<file path="src/rtl/vga_timing_gen.sv">
// Parametrised VGA raster timing generator: sync, blanking, active coordinates
// and line/frame event pulses from one system clock, with optional sync/blank delay.
module vga_timing_gen #(
    parameter int unsigned CLK_DIV = 2,
    parameter int unsigned H_DISP  = 640,
    parameter int unsigned H_FP    = 16,
    parameter int unsigned H_SYNC  = 96,
    parameter int unsigned H_BP    = 48,
    parameter int unsigned V_DISP  = 480,
    parameter int unsigned V_FP    = 10,
    parameter int unsigned V_SYNC  = 2,
    parameter int unsigned V_BP    = 33,
    parameter bit          HS_POL  = 1'b0,
    parameter bit          VS_POL  = 1'b0,
    parameter int unsigned PIPE    = 0,
    parameter int unsigned COL_W   = 10,
    parameter int unsigned ROW_W   = 9
) (
    input  logic             CLOCK_50,
    input  logic             reset,
    output logic             HS,
    output logic             VS,
    output logic             blank,
    output logic             vblank,
    output logic [ROW_W-1:0] row,
    output logic [COL_W-1:0] col,
    output logic             pix_en,
    output logic             line_start,
    output logic             frame_start,
    output logic             frame_end
);

    localparam int unsigned H_TOT  = H_DISP + H_FP + H_SYNC + H_BP;
    localparam int unsigned V_TOT  = V_DISP + V_FP + V_SYNC + V_BP;
    localparam int unsigned DIV_W  = (CLK_DIV > 1) ? $clog2(CLK_DIV) : 1;
    localparam int unsigned H_W    = (H_TOT > 1) ? $clog2(H_TOT) : 1;
    localparam int unsigned V_W    = (V_TOT > 1) ? $clog2(V_TOT) : 1;
    localparam int unsigned HS_BEG = H_DISP + H_FP;
    localparam int unsigned HS_END = HS_BEG + H_SYNC;
    localparam int unsigned VS_BEG = V_DISP + V_FP;
    localparam int unsigned VS_END = VS_BEG + V_SYNC;

    logic [DIV_W-1:0] div;
    logic [H_W-1:0]   h;
    logic [V_W-1:0]   v;

    logic div_last, h_last, v_last;
    logic h_act_c, v_act_c, act_c, hs_c, vs_c;
    logic hs_r, vs_r, blank_r;

    // Position decode; compared at 32 bits so window ends may equal the totals.
    always_comb begin
        div_last = 1'b0;
        h_last   = 1'b0;
        v_last   = 1'b0;
        h_act_c  = 1'b0;
        v_act_c  = 1'b0;
        hs_c     = 1'b0;
        vs_c     = 1'b0;
        div_last = (32'(div) == CLK_DIV - 1);
        h_last   = (32'(h) == H_TOT - 1);
        v_last   = (32'(v) == V_TOT - 1);
        h_act_c  = (32'(h) < H_DISP);
        v_act_c  = (32'(v) < V_DISP);
        hs_c     = (32'(h) >= HS_BEG) && (32'(h) < HS_END);
        vs_c     = (32'(v) >= VS_BEG) && (32'(v) < VS_END);
    end

    assign act_c = h_act_c && v_act_c;

    // Raster counters: div -> h -> v, wrapping straight back to (0,0,0).
    always_ff @(posedge CLOCK_50) begin
        if (reset) begin
            div <= '0;
            h   <= '0;
            v   <= '0;
        end else begin
            div <= div_last ? '0 : div + DIV_W'(1);
            if (div_last) begin
                h <= h_last ? '0 : h + H_W'(1);
                if (h_last) begin
                    v <= v_last ? '0 : v + V_W'(1);
                end
            end
        end
    end

    // Registered decode of the current position.
    always_ff @(posedge CLOCK_50) begin
        if (reset) begin
            hs_r        <= ~HS_POL;
            vs_r        <= ~VS_POL;
            blank_r     <= 1'b1;
            vblank      <= 1'b0;
            row         <= '0;
            col         <= '0;
            pix_en      <= 1'b0;
            line_start  <= 1'b0;
            frame_start <= 1'b0;
            frame_end   <= 1'b0;
        end else begin
            hs_r        <= hs_c ? HS_POL : ~HS_POL;
            vs_r        <= vs_c ? VS_POL : ~VS_POL;
            blank_r     <= ~act_c;
            vblank      <= ~v_act_c;
            row         <= act_c ? ROW_W'(v) : '0;
            col         <= act_c ? COL_W'(h) : '0;
            pix_en      <= (div == '0);
            line_start  <= (div == '0) && (h == '0);
            frame_start <= (div == '0) && (h == '0) && (v == '0);
            frame_end   <= div_last && (32'(h) == H_DISP - 1) && (32'(v) == V_DISP - 1);
        end
    end

    // Alignment delay for HS/VS/blank so colour logic with lookup latency stays in step.
    if (PIPE == 0) begin : g_nopipe
        assign HS    = hs_r;
        assign VS    = vs_r;
        assign blank = blank_r;
    end else begin : g_pipe
        logic [PIPE-1:0] hs_d, vs_d, blank_d;

        always_ff @(posedge CLOCK_50) begin
            if (reset) begin
                hs_d    <= {PIPE{~HS_POL}};
                vs_d    <= {PIPE{~VS_POL}};
                blank_d <= '1;
            end else begin
                hs_d    <= PIPE'({hs_d, hs_r});
                vs_d    <= PIPE'({vs_d, vs_r});
                blank_d <= PIPE'({blank_d, blank_r});
            end
        end

        assign HS    = hs_d[PIPE-1];
        assign VS    = vs_d[PIPE-1];
        assign blank = blank_d[PIPE-1];
    end

endmodule

</file>
<file path="config.mk">
export PLATFORM = sky130hd
export DESIGN_NAME = vga_timing_gen
export DESIGN_NICKNAME = d
export VERILOG_FILES = /design/src/rtl/vga_timing_gen.sv
export SDC_FILE = /design/constraint.sdc
export NUM_CORES = 1
export LEC_CHECK = 0
export BUFFER_PORTS_ARGS = -buffer_cell sky130_fd_sc_hd__buf_2
export CORE_UTILIZATION = 55
export CTS_BUF_LIST = sky130_fd_sc_hd__clkbuf_16
export DETAILED_ROUTE_END_ITERATION = 8
export HOLD_SLACK_MARGIN = 0.03
export PLACE_DENSITY = 0.76
export SLEW_MARGIN = 20
export SYNTH_ARGS = -nofsm -noshare
export SYNTH_HDL_FRONTEND = slang
export SYNTH_SLANG_ARGS = --single-unit
</file>
<file path="constraint.sdc">
create_clock -name CLOCK_50 -period 2.2 [get_ports CLOCK_50]
set_input_delay 0.11 -clock CLOCK_50 [delete_from_list [all_inputs] [get_ports CLOCK_50]]
set_output_delay 0.11 -clock CLOCK_50 [all_outputs]
set_load 0.01 [all_outputs]
</file>
After elaboration in Yosys (flattened, before gate mapping) --
Index checks and enable logic that the tools add are counted.
Word-level totals: flip-flop bits (word level) 48, output and inout port bits 27, logic and storage cells 45
Cells by class: $add $sub $neg 3, order comparisons 6, eq/ne operators 4, multiplexer cells 4, bitwise logic cells 3, reductions and logical operators 12
Operators with widths (count):
- $eq 10x10->1 const B | 3
- $add 10x1->10 const B | 2
- $logic_not 10->1 | 2
- $lt 10x10->1 const B | 2
- $lt 10x9->1 const B | 2
- $mux 10 | 2
- $eq 10x9->1 const B | 1
- $ge 10x10->1 const B | 1
- $ge 10x9->1 const B | 1
- $logic_and 1x1->1 | 7
- $reduce_or 2->1 | 2
- $not 1->1 | 3
- $mux 1 | 2
- $reduce_and 2->1 | 1
- $add 1x1->1 const B | 1

Depth between registers and ports, before layout --
depth in word-level cells 4, depth in mapped cells 7, gate-level depth less buffers 6

Worst setup path before layout --
No wires, ideal clock.
path kind reg-to-reg, start point register v[0], end point register v[9], setup time 0.088 ns, data arrival time 1.540 ns, path slack 0.572 ns, stages on the path, launching flop included 8, path buffers 1, cell sequence dfxtp_1 -> inv_1 -> ha_1 -> nor4b_2 -> nand3_1 -> clkbuf_1 -> o21ai_0 -> a311oi_2
On the way: longest elaborated chain between the ends 2, elaborated cells on any way between the ends 3, those cells by class add/sub (1); eq/ne (1); mux (1)
Ends and longest elaborated chain:
- start: declaration | RTL line 45 | logic [V_W-1:0] v;
- start signal: assignment | RTL line 82 | v <= v_last ? '0 : v + V_W'(1);
- $add 10x1->10 / $eq 10x10->1 (equally long branches) | RTL line 82, 62
- $mux 10 * | RTL line 82
Mark *: on every way between the ends. The rest lies on a longest branch, timed or not. A chain may end at the register's enable or synchronous reset.

Worst setup path after layout --
start point register v[0], end point register v[6]
The elaborated chain is that of the path after synthesis.

==> qor.yml <==
drive_above_1_share_pct: 20.9
overflow: 0
start_kind: "flip-flop"
maxSlewViolCount: 0
tightest_slew_ps: 437
crit_end: "v[6]"
synth_compound_area_share_pct: 8.49
core_area_mm2: 0.00334
ant_nets: 0
synth_top_area_share_pct: 50.2
setup_tns_ps: 0
die_area_mm2: 0.00372
post-route-drc-count: 0
diodes: 0
hold_depth: 2
synth_top_family_by_area: "simple AND/OR/NAND/NOR gates"
synth_edf_count: 0
r2r_slack_ps: 310
synth_area_leaders: "dfxtp_1 50%, nor2_1 3.9%, and2_1 3.6%"
synth.most_common_cell: "dfxtp_1"
wl_met1_um: 1780
areaGrowthSynthToFinish_pct: 16.2
cts-root-buf: "clkbuf_16"
synth.net_count: 211
met2_length_um: 1680
cp-end-kind: "flip-flop"
rsz0062_at_grt: "no"
first_pass_iters: 4
yosys-mux-area-fraction_pct: 0
grt_antenna_before_repair: 0
routed_wl_um: 3720
netlist_instances: 205
clk_latency_ps: 280
wl_per_cell_um: 13.5
instances_no_fill: 276
synth_area_mm2: 0.00192
worst-path-max-fanout: 12
min_period_ps: 1890
htreeDepth: 2
yosys.area_share.simple_pct: 28.8
syn_avg_cell_area_um2: 9.34
die_y_um: 61.0
pin_count: 29
ys_warn_count: 0
io_buffers: 28
ys_types: 42
dpl.cell_count: 268
finalHoldWorstSlack_ps: 172
setup_violations: 0
final.setup_skew_ps: 3.16
vias: 1528
critPathRequiredTime_ps: 2420
drtIter0Drc: 83
p_leak_nw: 0.875
max_freq_mhz: 529
worstReg2RegEnd: "v[6]"
relSlewSlack_pct: 70.5
grt_pass1_vias: 1317
finalHoldViolCount: 0
period_share_pct: 85.9
fin_util_pct: 66.7
worstSetupPathType: "flip-flop to flip-flop"
hold_buffers: 0
gp_congestion: 0.887
cts-buffers-inserted: 5
grt_pass1_wl_um: 6110
vias_per_cell: 5.54
powerDensity_mw_per_mm2: 798
ys_ff_latch: 48
cp_data_arrival_time_ps: 2110
initial_utilization_pct: 57.4
synth_xor_area_share_pct: 4.11
grtUsageTotal_pct: 22.5
tritoncts: "yes"
ys_seq_area_share_pct: 50.2
rr_startpoint: "v[0]"
cts_resized: 0
worstRegToRegCells: 6
grt_max_degree: 16
status: "completed"
wl_met3_um: 212
nets: 235
rows: 21
die_w_um: 61.0
ir_drop_mv: 0.484
cap_viol_max_count: 0
async_flop_share_pct: 0
min_path_type: "input port to flip-flop"
dp_hpwl_um: 2430
startpoint: "v[0]"
routed.top_layer: "met4"
synthTopCellsByCount: "48 x dfxtp_1, 20 x nor2_1, 13 x nand2_1, 11 x and2_1, 10 x a21oi_1"
clock_path_buffers: 2
synth-adder-area-share_pct: 2.61
yosysTopAreaCell: "dfxtp_1"
clk_pin_slew_worst_paths_ps: 60
synth_flop_cell: "dfxtp_1"
clock-sinks: 48
cts_setup_buffers: 0
## cells in the final DEF (no fill, tap or decap), types with 2 or more instances in the layout
cell / n
buf_2: 28
xor2_1: 4
nor4_1: 2
or3_1: 3
nand2b_1: 3
a311oi_1: 3
inv_1: 8
and2_1: 11
o21ai_0: 5
clkbuf_16: 5
and4_1: 2
nand2_1: 13
nand4_1: 8
dfxtp_1: 48
nor2_1: 20
nand3b_1: 2
a31oi_1: 2
nor3_1: 8
a21oi_1: 10
o32ai_1: 2
and3_1: 4
ha_1: 4
xnor2_1: 5
buf_4: 3
nand3_1: 9
## cell families after synthesis
| family | count (synthesis) |
|---|---|
| AND/OR/NAND/NOR | 96 |
| flip-flops | 48 |
| AO/OA/AOI/OAI | 25 |
| buffers and inverters | 23 |
| XOR/XNOR | 9 |
| adder cells (fa/ha/maj) | 4 |
## routing by layer
layer  GRT usage [%]  up-vias
met5               0        -
met4            8.77        0
met3            5.88        6
met2            34.1       55
met1            30.9      703
li1                -      764
## final cells by class
cell class	count	area (um^2)
clock buffer	5	125
clock inverter	3	42.5
fill	279	1110
inverter	9	33.8
sequential	48	961
multi-input combinational	134	843
timing repair buffer	31	163
tap	46	57.6
## critical path, cell delays in order, from the launching register on
cell and delay [ps]:
dfxtp_1 390, inv_1 110, ha_1 210, nor4b_2 170, nand3_1 350, or4b_1 470
a21oi_1 120
## worst min-delay path by stage
stage / startpoint / endpoint
2_1_floorplan: reset / div
3_3_place_gp: reset / pix_en
3_5_place_dp: reset / pix_en
4_1_cts: reset / pix_en
5_1_grt: reset / pix_en
6_report: reset / pix_en
## power breakdown
| part | leakage (nW) | total (mW) | internal [mW] | switching (mW) |
|---|---|---|---|---|
| registers | 0.389 | 0.891 | 0.882 | 0.00865 |
| logic | 0.406 | 0.0499 | 0.0189 | 0.0310 |
| clock network | 0.0798 | 0.837 | 0.533 | 0.304 |
| total | 0.875 | 1.78 | 1.43 | 0.343 |
## state kept, by name (all words and copies together) (netlist names)
register and count:
row 9, line_start 1, HS 1, v 10, h 10, div 1, frame_start 1, VS 1
blank 1, pix_en 1, col 10, frame_end 1, vblank 1
## per-stage QoR
step           cell area (um^2)  setup slack [ps]  power (mW)
2_1_floorplan              1920               572       0.942
3_3_place_gp               2060               430       0.959
3_5_place_dp               2060               374       0.960
4_1_cts                    2230               318        1.78
5_1_grt                    2230               178        1.84
6_report                   2230               310        1.78
Note: power is estimated with default switching activity, not from simulation.
